### src/rtl/clk_div_multi_pkg.sv
// Shared constants and types for the multi-channel clock divider.
// Half-period constants assume the 100 MHz system clock.
package clk_div_multi_pkg;

  localparam int unsigned F_CLK      = 100_000_000;
  localparam int unsigned HALF_10KHZ = 4999;
  localparam int unsigned HALF_1KHZ  = 49_999;
  localparam int unsigned HALF_0P5HZ = 99_999_999;

  // Per-cycle channel action, in priority order: clear > hold > terminal > count.
  typedef enum logic [1:0] {
    EV_COUNT = 2'd0,
    EV_TERM  = 2'd1,
    EV_HOLD  = 2'd2,
    EV_CLEAR = 2'd3
  } ch_event_e;

endpackage

### src/rtl/clk_div_ch.sv
// Single divider channel: half-period counter, pending reload register,
// 50 % square-wave toggle and rising-edge tick.
module clk_div_ch
  import clk_div_multi_pkg::*;
#(
  parameter int unsigned       CNT_W     = 32,
  parameter logic [CNT_W-1:0]  HALF_INIT = '0
) (
  input  logic             clk,
  input  logic             rstn,
  input  logic             en,
  input  logic             sync_clr,
  input  logic             wr_en,
  input  logic [CNT_W-1:0] wr_data,
  output logic             clk_out,
  output logic             tick,
  output logic             pend
);

  logic [CNT_W-1:0] cnt_q,   cnt_d;
  logic [CNT_W-1:0] half_q,  half_d;
  logic [CNT_W-1:0] pdata_q, pdata_d;
  logic             clk_q,   clk_d;
  logic             tick_q,  tick_d;
  logic             pend_q,  pend_d;
  logic             apply;
  ch_event_e        ev;

  always_ff @(posedge clk or negedge rstn) begin
    if (!rstn) begin
      cnt_q   <= '0;
      half_q  <= HALF_INIT;
      pdata_q <= '0;
      clk_q   <= 1'b0;
      tick_q  <= 1'b0;
      pend_q  <= 1'b0;
    end else begin
      cnt_q   <= cnt_d;
      half_q  <= half_d;
      pdata_q <= pdata_d;
      clk_q   <= clk_d;
      tick_q  <= tick_d;
      pend_q  <= pend_d;
    end
  end

  always_comb begin
    if (sync_clr)              ev = EV_CLEAR;
    else if (!en)              ev = EV_HOLD;
    else if (cnt_q >= half_q)  ev = EV_TERM;
    else                       ev = EV_COUNT;
  end

  always_comb begin
    cnt_d   = cnt_q;
    half_d  = half_q;
    pdata_d = pdata_q;
    clk_d   = clk_q;
    tick_d  = 1'b0;
    pend_d  = pend_q;
    apply   = 1'b0;
    case (ev)
      EV_CLEAR, EV_HOLD: begin
        cnt_d = '0;
        clk_d = 1'b0;
        apply = pend_q;
      end
      EV_TERM: begin
        cnt_d  = '0;
        clk_d  = ~clk_q;
        tick_d = ~clk_q;
        apply  = pend_q;
      end
      default: cnt_d = cnt_q + CNT_W'(1);
    endcase
    // Reload consumes the old pending value first, so a write landing in the
    // same cycle survives as the next pending value.
    if (apply) begin
      half_d = pdata_q;
      pend_d = 1'b0;
    end
    if (wr_en) begin
      pdata_d = wr_data;
      pend_d  = 1'b1;
    end
  end

  assign clk_out = clk_q;
  assign tick    = tick_q;
  assign pend    = pend_q;

endmodule

### src/rtl/clk_div_multi.sv
// Multi-channel clock divider / strobe generator: NUM_CH independent
// channels sharing one write port and a global phase-realign pulse.
module clk_div_multi
  import clk_div_multi_pkg::*;
#(
  parameter int unsigned              NUM_CH   = 2,
  parameter int unsigned              CNT_W    = 32,
  parameter logic [NUM_CH*CNT_W-1:0]  DIV_INIT = {32'(HALF_0P5HZ), 32'(HALF_10KHZ)}
) (
  input  logic              clk,
  input  logic              rstn,
  input  logic [NUM_CH-1:0] en,
  input  logic              sync_clr,
  input  logic              wr_en,
  input  logic [3:0]        wr_ch,
  input  logic [CNT_W-1:0]  wr_data,
  output logic [NUM_CH-1:0] clk_out,
  output logic [NUM_CH-1:0] tick,
  output logic [NUM_CH-1:0] pend
);

  logic [NUM_CH-1:0] wr_sel;

  // Out-of-range channel indices match no channel and are dropped.
  always_comb begin
    wr_sel = '0;
    for (int unsigned c = 0; c < NUM_CH; c++) begin
      wr_sel[c] = wr_en && (32'(wr_ch) == c);
    end
  end

  for (genvar c = 0; c < NUM_CH; c++) begin : g_ch
    clk_div_ch #(
      .CNT_W     (CNT_W),
      .HALF_INIT (DIV_INIT[c*CNT_W +: CNT_W])
    ) u_ch (
      .clk      (clk),
      .rstn     (rstn),
      .en       (en[c]),
      .sync_clr (sync_clr),
      .wr_en    (wr_sel[c]),
      .wr_data  (wr_data),
      .clk_out  (clk_out[c]),
      .tick     (tick[c]),
      .pend     (pend[c])
    );
  end

endmodule

### config.mk
export PLATFORM = sky130hd
export DESIGN_NAME = clk_div_multi
export DESIGN_NICKNAME = d
export VERILOG_FILES = /design/src/rtl/clk_div_multi_pkg.sv /design/src/rtl/clk_div_ch.sv /design/src/rtl/clk_div_multi.sv
export SDC_FILE = /design/constraint.sdc
export NUM_CORES = 1
export LEC_CHECK = 0
export CAP_MARGIN = 20
export CORE_MARGIN = 2
export CORE_UTILIZATION = 30
export CTS_BUF_LIST = sky130_fd_sc_hd__clkbuf_4
export DETAILED_ROUTE_END_ITERATION = 12
export PLACE_DENSITY = 0.5
export SETUP_SLACK_MARGIN = 0.3
export SYNTH_ARGS = -nofsm -noshare
export SYNTH_HDL_FRONTEND = slang
export SYNTH_SLANG_ARGS = --single-unit
### constraint.sdc
create_clock -name clk -period 2.7 [get_ports clk]
set_input_delay 0.81 -clock clk [delete_from_list [all_inputs] [get_ports clk]]
set_output_delay 0.81 -clock clk [all_outputs]
set_load 0.02 [all_outputs]
==> results.py <==
metrics = {
    "route": {
        "drt-pass1-iter-count": 4,
        "routed_wirelength_um": 22100,
        "drcViolationCount": 0,
        "detail-route-antenna-nets": 0,
        "wl_per_cell_um": 15.8,
        "via_per_inst": 4.49,
        "drt-initial-drc-count": 305,
        "vias": 6274,
    },
    "place": {
        "numPlacedInstances": 1344,
        "post_dp_cell_area_um2": 11200,
        "gp_congestion": 0.760,
        "port_buffers": 47,
        "dp_slack_ns": -0.0799,
        "dp_hpwl_um": 14900,
    },
    "cells_and_area": {
        "syn_to_final_growth_pct": 27.9,
        "final_common_cell": "dfrtp_1",
        "fin_cells": 1398,
        "drive_gt1_frac": 0.354,
        "final_cell_mix": "172 x dfrtp_1, 64 x mux2_2, 64 x mux2_4, 63 x inv_1, 55 x ha_1",
        "final_area_um2": 12500,
        "fin_nets": 1050,
    },
    "critical_path": {
        "r2r_start": "g_ch[1].u_ch.half_q[15]",
        "startpoint": "g_ch[1].u_ch.half_q[15]",
        "path_max_fanout": 7,
        "worst_setup_path_start_kind": "register",
        "r2r-end": "g_ch[1].u_ch.half_q[8]",
        "worst-setup-path-type": "register to register",
        "ff2ff_path_depth": 10,
        "cp.required_ns": 3.19,
        "arrival_ns": 3.24,
        "r2r_slack_ns": -0.05,
        "end_kind": "register",
        "crit_end": "g_ch[1].u_ch.half_q[8]",
    },
    "clock_network": {
        "cts_tree": "done",
        "clockBufferDepth": 2,
        "clkTransAtPathRegs_ns": 0.16,
        "cts_sinks": 198,
        "clock-root-buffer": "clkbuf_4",
        "cts_hold_buf": 0,
        "htreeDepth": 4,
        "insertion_delay_ns": 0.60,
        "cts_buffers": 17,
    },
    "power_and_ir_drop": {
        "p_leak_nw": 5.61,
        "powerDensity_nw_per_um2": 618,
        "peakVddDrop_mv": 0.272,
        "p_total_mw": 7.73,
    },
    "sta": {
        "setup_violations": 51,
        "finClkSkew_ns": 0.0271,
        "fin_crit_ns": 2.75,
        "worstMarginPinSlew_ns": 0.594,
        "slew_headroom": 0.601,
        "period_share": 1.02,
        "grt_setup_unrepaired": "yes",
        "drv_slew": 0,
        "max_freq_mhz": 364,
        "worst_slack_ns": -0.0501,
        "fin_setup_tns_ns": -1.34,
        "hold_viol": 0,
    },
    "synth": {
        "syn_area_per_cell_um2": 11.8,
        "synth_seq_area_share": 0.510,
        "synth_edf_count": 0,
        "synth_cell_types": 44,
        "synthXorXnorAreaFrac": 0.0528,
        "async_reset_ff_frac": 1.00,
        "yosys_warnings": 0,
        "synth_fa_ha_area_frac": 0.0844,
        "synth_simple_gate_area_frac": 0.112,
        "synth_mux_area_frac": 0.159,
        "synth_top_family_by_area": "multiplexers",
        "synthesis.area_um2": 9780,
        "ys_seq_elements": 198,
        "synthCells": 830,
        "synth_compound_area_frac": 0.0380,
        "synth_nets": 938,
        "synth-main-ff-cell": "dfrtp_1",
    },
    "status": {
        "run_status": "complete, but fails checks",
        "violations": "negative setup slack",
    },
    "die": {
        "die_w_um": 185,
        "io_pins": 48,
        "rows": 66,
        "die_h_um": 185,
        "dieArea_um2": 34100,
        "core_area_um2": 32300,
        "initial_core_util": 0.303,
    },
    "global_routing": {
        "grt_pass1_wl_um": 35400,
        "gr-total-overflow": 0,
        "grt_pass1_vias": 6480,
        "antenna_found_initial": 1,
        "grt_use_total": 0.135,
        "grt_max_degree": 54,
    },
    "flow_run": {
        "cap_viol_max_count": 0,
    },
    "hold_path": {
        "hold_class": "input port to async pin",
    },
}
==> kinds of logic after synthesis <==
family | count (synthesis)
AO/OA/AOI/OAI | 55
XOR/XNOR | 59
adder cells (fa/ha/maj) | 66
buffers and inverters | 101
flip-flops | 198
multiplexers | 128
AND/OR/NAND/NOR | 223
==> timing repair <==
| action | 4_1_cts | 5_1_grt |
|---|---|---|
| buffers inserted | 8 | 2 |
| resized for setup | 103 | 54 |
| hold endpoints to repair | 0 | 0 |
| pin swaps | 18 | 28 |
| gates cloned | 4 | 7 |
| endpoints found under the setup margin | 140 | 134 |
==> how the worst min path moves through the flow <==
stage | startpoint | endpoint | slack, ns
2_1_floorplan | g_ch[1].u_ch.cnt_q[0] | g_ch[1].u_ch.cnt_q[0] | 0.44
3_3_place_gp | g_ch[0].u_ch.pdata_q[17] | g_ch[0].u_ch.half_q[17] | 0.47
3_5_place_dp | g_ch[0].u_ch.pdata_q[27] | g_ch[0].u_ch.half_q[27] | 0.47
4_1_cts | rstn | g_ch[0].u_ch.cnt_q[10] | 0.11
5_1_grt | rstn | g_ch[0].u_ch.pdata_q[3] | 0.12
6_report | rstn | g_ch[1].u_ch.pdata_q[8] | 0.15
==> per-layer routing <==
metal | up-vias | track usage | part of all wire
li1 | 3066 | - | -
met4 | 0 | 0.0387 | 0.014
met3 | 18 | 0.0235 | 0.026
met2 | 58 | 0.217 | 0.48
met1 | 3132 | 0.185 | 0.48
met5 | - | 0 | 0
==> worst max-delay path: stages, from the launching register on <==
cell and delay (ns):
dfstp_2 0.57, inv_2 0.04, ha_4 0.26, nand4_1 0.11, or3_4 0.35, or4_4 0.43
a31oi_4 0.19, o31ai_4 0.10, buf_6 0.15, buf_12 0.15, mux2_4 0.29
==> cell type report <==
type                    instances  area, um^2
clock buffers                  20         150
clock inverters                12         179
well taps                     442         553
inverters                      73         274
flip-flops and latches        198        4990
repair buffers                121        1380
diodes                          1        2.50
fillers                      3127       19800
multi-input cells             531        4980
==> cell usage after synthesis, types with 4 or more instances <==
| cell | instances | area [um^2] |
|---|---|---|
| mux2_1 | 34 | 383 |
| nand4_1 | 23 | 144 |
| dfstp_2 | 26 | 683 |
| and3_1 | 13 | 81.3 |
| clkbuf_1 | 8 | 30.0 |
| and4_1 | 10 | 87.6 |
| ha_1 | 66 | 826 |
| mux2_2 | 64 | 721 |
| nor3_1 | 14 | 70.1 |
| buf_4 | 6 | 45.0 |
| nand2b_1 | 7 | 43.8 |
| nand2_1 | 36 | 135 |
| a21oi_1 | 25 | 125 |
| nor2b_1 | 4 | 25.0 |
| xor2_1 | 29 | 254 |
| inv_1 | 73 | 274 |
| o21a_1 | 5 | 37.5 |
| nor2_1 | 79 | 297 |
| buf_2 | 7 | 35.0 |
| nand3_1 | 22 | 110 |
| o21ai_0 | 9 | 45.0 |
| mux2_4 | 30 | 450 |
| nor4_1 | 5 | 31.3 |
| buf_1 | 4 | 15.0 |
| dfrtp_1 | 172 | 4300 |
| or3_1 | 5 | 31.3 |
| xnor2_1 | 30 | 263 |
==> report_power, final <==
group	total (mW)	internal [mW]	switching [mW]
logic	1.95	1.14	0.809
clock network	1.80	0.768	1.03
registers	3.97	3.62	0.350
==> metrics by stage <==
stage	hold WS, ns	utilization
after global routing	0.120	0.387
after detailed placement	0.472	0.348
after CTS	0.112	0.375
final	0.154	0.387
after floorplan	0.443	-
after global placement	0.470	0.348
==> sequential cells by signal, summed over array words and instances (netlist names) <==
register,flops
g_ch.u_ch.cnt_q,64
g_ch.u_ch.half_q,64
g_ch.u_ch.pdata_q,64
g_ch.u_ch.clk_out,2
g_ch.u_ch.pend,2
g_ch.u_ch.tick,2
Power figures use the tool's default switching activity.
